===== config.mk =====
export PLATFORM = sky130hd
export DESIGN_NAME = cs_result_buffer_flat
export DESIGN_NICKNAME = d
export VERILOG_FILES = /design/src/rtl/cs_result_buffer_if.sv /design/src/rtl/cs_result_buffer.sv /design/src/flat_wrapper.sv
export SDC_FILE = /design/constraint.sdc
export NUM_CORES = 1
export LEC_CHECK = 0
export BUFFER_PORTS_ARGS = -buffer_cell sky130_fd_sc_hd__buf_4
export CORE_ASPECT_RATIO = 0.75
export CORE_MARGIN = 4
export CORE_UTILIZATION = 45
export CTS_CLUSTER_DIAMETER = 120
export DETAILED_ROUTE_END_ITERATION = 10
export HOLD_SLACK_MARGIN = 0.02
export PLACE_DENSITY = 0.59
export SLEW_MARGIN = 20
export SYNTH_ARGS = -nofsm -noshare
export SYNTH_HDL_FRONTEND = slang
export SYNTH_SLANG_ARGS = --single-unit

===== constraint.sdc =====
create_clock -name clk -period 6.1 [get_ports clk]
set_input_delay 0 -clock clk [delete_from_list [all_inputs] [get_ports clk]]
set_output_delay 0 -clock clk [all_outputs]
set_load 0.02 [all_outputs]

===== src/rtl/cs_result_buffer_if.sv =====
// Result drain port of the CS result buffer: FWFT head data with valid/ready handshake.
interface cs_result_buffer_if #(
  parameter int unsigned DW = 10
);
  logic [DW-1:0] out_data;
  logic          out_valid;
  logic          out_ready;

  modport master (output out_data, output out_valid, input out_ready);
  modport slave  (input out_data, input out_valid, output out_ready);
endinterface


===== src/rtl/cs_result_buffer.sv =====
// CS result buffer: drops warm-up Y samples, queues valid results in a FWFT FIFO,
// drains them over a valid/ready port; tracks overflow and accepted-sample count.
module cs_result_buffer #(
  parameter int unsigned DW     = 10,
  parameter int unsigned DEPTH  = 16,
  parameter int unsigned WARMUP = 9,
  parameter int unsigned CW     = 16
) (
  input  logic                   clk,
  input  logic                   reset,
  input  logic [DW-1:0]          Y,
  input  logic                   en,
  cs_result_buffer_if.master     bus,
  output logic                   full,
  output logic                   empty,
  output logic [$clog2(DEPTH):0] level,
  output logic                   overflow,
  input  logic                   clr_ovf,
  output logic [CW-1:0]          sample_cnt
);

  localparam int unsigned AW  = $clog2(DEPTH);
  localparam int unsigned LW  = AW + 1;
  localparam int unsigned WUW = (WARMUP > 0) ? $clog2(WARMUP + 1) : 1;

  logic [DW-1:0]  mem_q [DEPTH];
  logic [AW-1:0]  rd_ptr_q, rd_ptr_d;
  logic [AW-1:0]  wr_ptr_q, wr_ptr_d;
  logic [LW-1:0]  level_q, level_d;
  logic [WUW-1:0] wu_cnt_q, wu_cnt_d;
  logic           ovf_q, ovf_d;
  logic [CW-1:0]  cnt_q, cnt_d;
  logic           armed, push, pop, wr_en, drop;

  always_comb begin
    armed    = (wu_cnt_q == WUW'(WARMUP));
    empty    = (level_q == '0);
    full     = (level_q == LW'(DEPTH));
    pop      = ~empty & bus.out_ready;
    push     = armed & en;
    // A pop in the same cycle frees the slot, so a push into a full FIFO still lands.
    wr_en    = push & (~full | pop);
    drop     = push & full & ~pop;

    wu_cnt_d = armed ? wu_cnt_q : wu_cnt_q + WUW'(1);
    rd_ptr_d = rd_ptr_q;
    wr_ptr_d = wr_ptr_q;
    cnt_d    = cnt_q;
    level_d  = level_q;

    if (wr_en) begin
      wr_ptr_d = wr_ptr_q + AW'(1);
      if (cnt_q != '1) cnt_d = cnt_q + CW'(1);
    end
    if (pop) rd_ptr_d = rd_ptr_q + AW'(1);

    case ({wr_en, pop})
      2'b10:   level_d = level_q + LW'(1);
      2'b01:   level_d = level_q - LW'(1);
      default: level_d = level_q;
    endcase

    ovf_d = drop | (ovf_q & ~clr_ovf);
  end

  always_ff @(posedge clk or negedge reset) begin
    if (!reset) begin
      rd_ptr_q <= '0;
      wr_ptr_q <= '0;
      level_q  <= '0;
      wu_cnt_q <= '0;
      ovf_q    <= 1'b0;
      cnt_q    <= '0;
    end else begin
      rd_ptr_q <= rd_ptr_d;
      wr_ptr_q <= wr_ptr_d;
      level_q  <= level_d;
      wu_cnt_q <= wu_cnt_d;
      ovf_q    <= ovf_d;
      cnt_q    <= cnt_d;
    end
  end

  // Storage deliberately has no reset; emptiness is tracked by level alone.
  always_ff @(posedge clk) begin
    if (wr_en) mem_q[wr_ptr_q] <= Y;
  end

  assign bus.out_valid = ~empty;
  assign bus.out_data  = empty ? '0 : mem_q[rd_ptr_q];
  assign level         = level_q;
  assign overflow      = ovf_q;
  assign sample_cnt    = cnt_q;

endmodule

===== src/flat_wrapper.sv =====
// flat-port wrapper written by rule: the top's interface ports become plain ports
module cs_result_buffer_flat 
#(
  parameter int unsigned DW     = 10,
  parameter int unsigned DEPTH  = 16,
  parameter int unsigned WARMUP = 9,
  parameter int unsigned CW     = 16
)
  (clk, reset, Y, en, full, empty, level, overflow, clr_ovf, sample_cnt, bus_out_data, bus_out_valid, bus_out_ready);
  cs_result_buffer_if #(.DW(DW)) bus_i ();
  input  logic clk;
  input  logic reset;
  input  logic [DW-1:0] Y;
  input  logic en;
  output logic full;
  output logic empty;
  output logic [$clog2(DEPTH):0] level;
  output logic overflow;
  input  logic clr_ovf;
  output logic [CW-1:0] sample_cnt;
  output wire logic [$bits(bus_i.out_data)-1:0] bus_out_data;
  output wire logic [$bits(bus_i.out_valid)-1:0] bus_out_valid;
  input wire logic [$bits(bus_i.out_ready)-1:0] bus_out_ready;
  assign bus_out_data = bus_i.out_data;
  assign bus_out_valid = bus_i.out_valid;
  assign bus_i.out_ready = bus_out_ready;
  cs_result_buffer #(.DW(DW), .DEPTH(DEPTH), .WARMUP(WARMUP), .CW(CW)) u_core (.clk(clk), .reset(reset), .Y(Y), .en(en), .bus(bus_i), .full(full), .empty(empty), .level(level), .overflow(overflow), .clr_ovf(clr_ovf), .sample_cnt(sample_cnt));
endmodule

After elaboration in Yosys (flattened, before gate mapping)

Memories as Yosys holds them, arrays and structs flattened.
Cells that the tools add are included.

Register bits: 34
Input port bits: 15
Output and inout bits: 35
Memories: 1
Logic and storage cells: 37
RAM bits: 160

$add $sub $neg: 6
Equality and inequality tests: 5
Bitwise operators: 12
Reductions and logical operators: 3
Multiplexer cells: 4

Memories:

| name         | depth | width | read ports | clocked after memory_dff | wr ports | line                   | RTL |
|---|---|---|---|---|---|---|---|
| u_core.mem_q | 16    | 10    | 1          | 0                        | 1        | cs_result_buffer.sv:26 | `logic [DW-1:0] mem_q [DEPTH];` |

Operators with widths:

| cell                    | number |
|---|---|
| $add A16 B1 Y16 const B | 1 |
| $ne A16 B16 Y1 const B  | 1 |
| $add A4 B1 Y4 const B   | 3 |
| $mux W10                | 1 |
| $pmux W5 S2             | 1 |
| $and A1 B1 Y1           | 6 |
| $add A5 B1 Y5 const B   | 1 |
| $eq A5 B5 Y1 const B    | 1 |
| $logic_not A5 Y1        | 1 |
| $sub A5 B1 Y5 const B   | 1 |
| $eq A4 B4 Y1 const B    | 1 |
| $not A1 Y1              | 4 |
| $eq A2 B1 Y1 const B    | 1 |
| $eq A2 B2 Y1 const B    | 1 |
| $mux W1                 | 2 |
| $or A1 B1 Y1            | 2 |
| $reduce_and A2 Y1       | 1 |
| $reduce_bool A2 Y1      | 1 |

Depth between registers and ports, before layout

Depth in word-level cells: 7
Gate-level depth with buffers: 10
Mapped depth without buffers: 10

Least setup slack after synthesis

No wires, ideal clock.

Path type: register to register
From: reg u_core.level_q[1] (netlist: u_core.level[1])
To: reg u_core.level_q[4] (netlist: u_core.level[4])
Arrival: 2.569 ns
Clock period less this slack: 2.640 ns
Stages on the path, launching flop included: 9
Slack: 3.460 ns
Buffers on the path: 0
Library setup time: 0.071 ns
Data required time: 6.029 ns
Cells stage by stage: dfrtp_1 or4_4 o211ai_2 inv_1 ha_1 nor2b_1 o21a_1 or4b_1 nand4_1

Cells in the longest elaborated chain, start to end: 7
Elaborated cells on any way between the ends: 13
Classes of those cells: add/sub (2); eq/ne (3); mux (1); bitwise (5); reduce/logical (2)

Ends and longest elaborated chain:

| element                                           | line                   | RTL |
|---|---|---|
| from (decl)                                       | cs_result_buffer.sv:29 | `logic [LW-1:0] level_q, level_d;` |
| from (signal assigned)                            | cs_result_buffer.sv:77 | `level_q <= level_d;` |
| $logic_not A5 Y1                                  | cs_result_buffer.sv:37 | `empty = (level_q == '0);` |
| $not A1 Y1                                        | cs_result_buffer.sv:39 | `pop = ~empty & bus.out_ready;` |
| $and A1 B1 Y1                                     | cs_result_buffer.sv:39 |  |
| $or A1 B1 Y1                                      | cs_result_buffer.sv:42 | `wr_en = push & (~full \| pop);` |
| $and A1 B1 Y1                                     | cs_result_buffer.sv:42 |  |
| $eq A2 B1 Y1 or $eq A2 B2 Y1 (tied branches)      | cs_result_buffer.sv:57 | `case ({wr_en, pop})` |
| $pmux W5 S2 or $reduce_bool A2 Y1 (tied branches) | -                      |  |

Several ways; a longest one is shown, not always the timed one.
A chain may end at the register's enable or synchronous reset.

Worst setup path in the final report

From: reg u_core.rd_ptr_q[0]
To: out bus_out_data[6]

Cells in the longest elaborated chain, start to end: 2

Ends and longest elaborated chain:

| element                | line                   | RTL |
|---|---|---|
| from (decl)            | cs_result_buffer.sv:27 | `logic [AW-1:0] rd_ptr_q, rd_ptr_d;` |
| from (signal assigned) | cs_result_buffer.sv:75 | `rd_ptr_q <= rd_ptr_d;` |
| $mem_v2 Z16 W10        | -                      |  |
| $mux W10               | cs_result_buffer.sv:90 | `assign bus.out_data = empty ? '0 : mem_q[rd_ptr_q];` |
| to (decl)              | flat_wrapper.sv:21     | `output wire logic [$bits(bus_i.out_data)-1:0] bus_out_data;` |

No other way between the ends.

==> results.md <==
* Status: completed
* Final WL at 16100 µm
* Antenna violations before repair at 0
* Vias in the first global route at 3932
* First-pass detailed-route iteration total at 5
* Worst slew margin at 27.6%
* Largest net degree at the start of global routing at 44
* Slew Viols, Final at 0
* # fillers at 1389
* CTS root buf: clkbuf_16
* Final GP Congestion at 0.786
* Ant diodes at 0
* Sequential fraction of the synthesis area at 71.4%
* Max Root-Sink Buffers at 2
* Tot Pwr at 4.19 mW
* Synth Warn # at 0
* # resized after CTS at 0
* Final setup violation count at 0
* Cell area after layout at 9250 µm²
* Hold WC Path Type: in2async
* Crit Reg-Reg Endpoint: u_core.level[4]$_DFFE_PN0P_
* Max Freq at 0.339 GHz
* Area of the multi-input gates at 2150 µm²
* Core box area at 17000 µm²
* Register Area at 5660 µm²
* Startpoint Class: register
* Main synth FF type: edfxtp_1
* Pwr dens at 453 nW/µm²
* # rows at 41
* RSZ-0062 raised after global routing: false
* Drt initial violations at 280
* GR Overflow Total at 0
* Worst ir drop on vdd at 0.209 mV
* CP Capture Type: output pin
* Seq cells post-synth at 194
* Share of cells above drive strength 1 at 27.1%
* Worst EP required at 6.10 ns
* Clock slew at reported path FFs at 0.07 ns
* P_leak at 3.29 nW
* Routed length per instance at 21.6 µm
* Reg-to-reg startpoint: u_core.level[1]$_DFFE_PN0P_
* Port-buffer cells at 49
* Die Area at 19800 µm²
* Gate Count Post-Synth at 430
* Min Tclk post-route at 2.95 ns
* Post-Layout Cell Count at 748
* Number of vias per cell at 5.45
* Ports at 50
* Critical Path End: bus_out_data[6]
* Post-synth ARST share at 17.5%
* Placed cells at 703
* Skew-Pair Late Insertion Delay at 0.43 ns
* Clk_skew at 0.00760 ns
* First-pass GRT wire length at 24600 µm
* Worst-path fanout max at 31
* Total track usage at 17.2%
* H-Tree Depth at 4
* EDFF count, synth at 160
* Synth-to-Final Area Change at 16.8%
* Clock sinks at 194
* Starting Density at 46.5%
* FF-to-FF path depth at 8
* Final Cycle Share at 48.4%
* Post-route ant nets at 0
* Setup TNS at 0 ns
* WP data arrival at 2.95 ns
* Mapped cell area at 7920 µm²
* Placed Area at 8560 µm²
* CTS tree: done
* Launch point of the worst path: u_core.rd_ptr_q[0]$_DFFE_PN0P_
* Util after Layout at 54.3%
* Maxcap violations at 0
* Chip height at 123 µm
* Flop2flop setup slack at 3.39 ns
* Syn_area_per_cell at 18.4 µm²
* Total CTS buffers at 17
* Postcts setup bufs at 0
* Setup CP Type: reg2out
* Die width at 161 µm
* DRC at 0
* Fin. Hold Viols at 0
* HPWL after DPL at 10300 µm
* Synth unique cells at 44
* Vias at 4079
* Worst-Margin Slew at 1.09 ns
* Synthesized Nets at 457
* Nets at 526
report_power, final:
| part | switching, mW | internal, mW | leakage (nW) |
|---|---|---|---|
| clock network | 0.494 | 0.571 | 0.266 |
| logic | 0.672 | 0.620 | 1.16 |
| registers | 0.223 | 1.61 | 1.87 |
registers in the layout, indices dropped and copies added, names as in the netlist:
| register | flops |
|---|---|
| u_core.rd_ptr_q | 4 |
| u_core.wr_ptr_q | 4 |
| u_core.overflow | 1 |
| u_core.wu_cnt_q | 4 |
| u_core.level | 5 |
| u_core.sample_cnt | 16 |
| u_core.mem_q | 160 |
synthesized netlist by cell type, drive strengths merged (6+ instances only):
master | instances | area (µm²)
nand2b | 6 | 37.5
o22ai | 10 | 62.6
inv | 9 | 33.8
buf | 10 | 46.3
ha | 11 | 138
nand4 | 9 | 56.3
mux4 | 40 | 901
nand2 | 16 | 60.1
xnor2 | 11 | 96.3
edfxtp | 160 | 4800
mux2i | 22 | 220
nor2 | 16 | 60.1
clkbuf | 9 | 33.8
nor4 | 6 | 37.5
dfrtp | 34 | 851
xor2 | 13 | 114
mux2 | 6 | 67.6
nor3 | 8 | 40.0
final cells by class:
class                      instances  area share (%)
sequential                       194            61.2
timing repair buffer              69            5.95
clock buffer                      19            4.68
multi-input combinational        208            23.2
inverter                           9           0.365
tap                              236            3.19
clock inverter                    13            1.41
critical path: stages (launching register included):
cell and delay, ns:
dfrtp_2 0.64, buf_4 0.62, mux4_2 0.64, mux2i_1 0.26, o22ai_1 0.14, buf_4 0.18
cell usage in the layout, fill, tap and decap left out, types with 5 or more instances in the layout:
cell type      instances
xor2_1                13
nor4_1                 6
mux2_2                 6
mux2i_1               22
mux4_2                40
buf_4                 56
nor2_1                16
edfxtp_1             160
xnor2_1               11
nand4_1                9
dlygate4sd3_1         13
nand3_1                5
dfrtp_1               32
inv_1                  9
ha_1                  11
nand2b_1               6
nor3_1                 8
o22ai_1               10
nand2_1               16
clkbuf_16             17
kinds of logic (layout without fill, tap and decap cells):
family	count (synthesis)	after routing	synth area share [%]
AOI/OAI and AO/OA	24	24	2.05
xor gates and xnor gates	24	24	2.65
adders and majority gates	12	12	1.99
buffers and inverters	28	110	1.44
DFF	194	194	71.4
muxes	68	68	15.0
and+or+nand+nor	80	80	5.45
through the flow:
stage | hold WS (ns) | worst slack, ns
floorplan | -0.296 | 3.46
global placement | -0.00951 | 3.46
detailed placement | -0.0128 | 3.38
CTS | 0.0646 | 3.07
global route | 0.101 | 2.93
finish | 0.0571 | 3.15
per-layer routing:
metal	routed length [µm]	share of wire [%]	global-route usage (%)	vias up
met5	0	0	0	-
met4	302	1.9	6.55	0
met3	803	5.0	3.83	20
met2	7160	44	23.8	105
met1	7870	49	26.7	2107
li1	-	-	-	1847
how the worst min path moves through the flow:
stage / endpoint / cells past startpoint
6_report: u_core.sample_cnt[0]$_DFFE_PN0P_ / 2
5_1_grt: u_core.sample_cnt[0]$_DFFE_PN0P_ / 2
4_1_cts: u_core.sample_cnt[0]$_DFFE_PN0P_ / 2
3_5_place_dp: u_core.sample_cnt[0]$_DFFE_PN0P_ / 1
3_3_place_gp: u_core.sample_cnt[0]$_DFFE_PN0P_ / 1
2_1_floorplan: u_core.level[0]$_DFFE_PN0P_ / 0
what timing repair did:
action | 4_1_cts | 5_1_grt
endpoints found under the setup margin | 0 | 0
hold endpoints to repair | 197 | 0
hold buffers | 13 | 0
(Power assumes the default switching activity.)
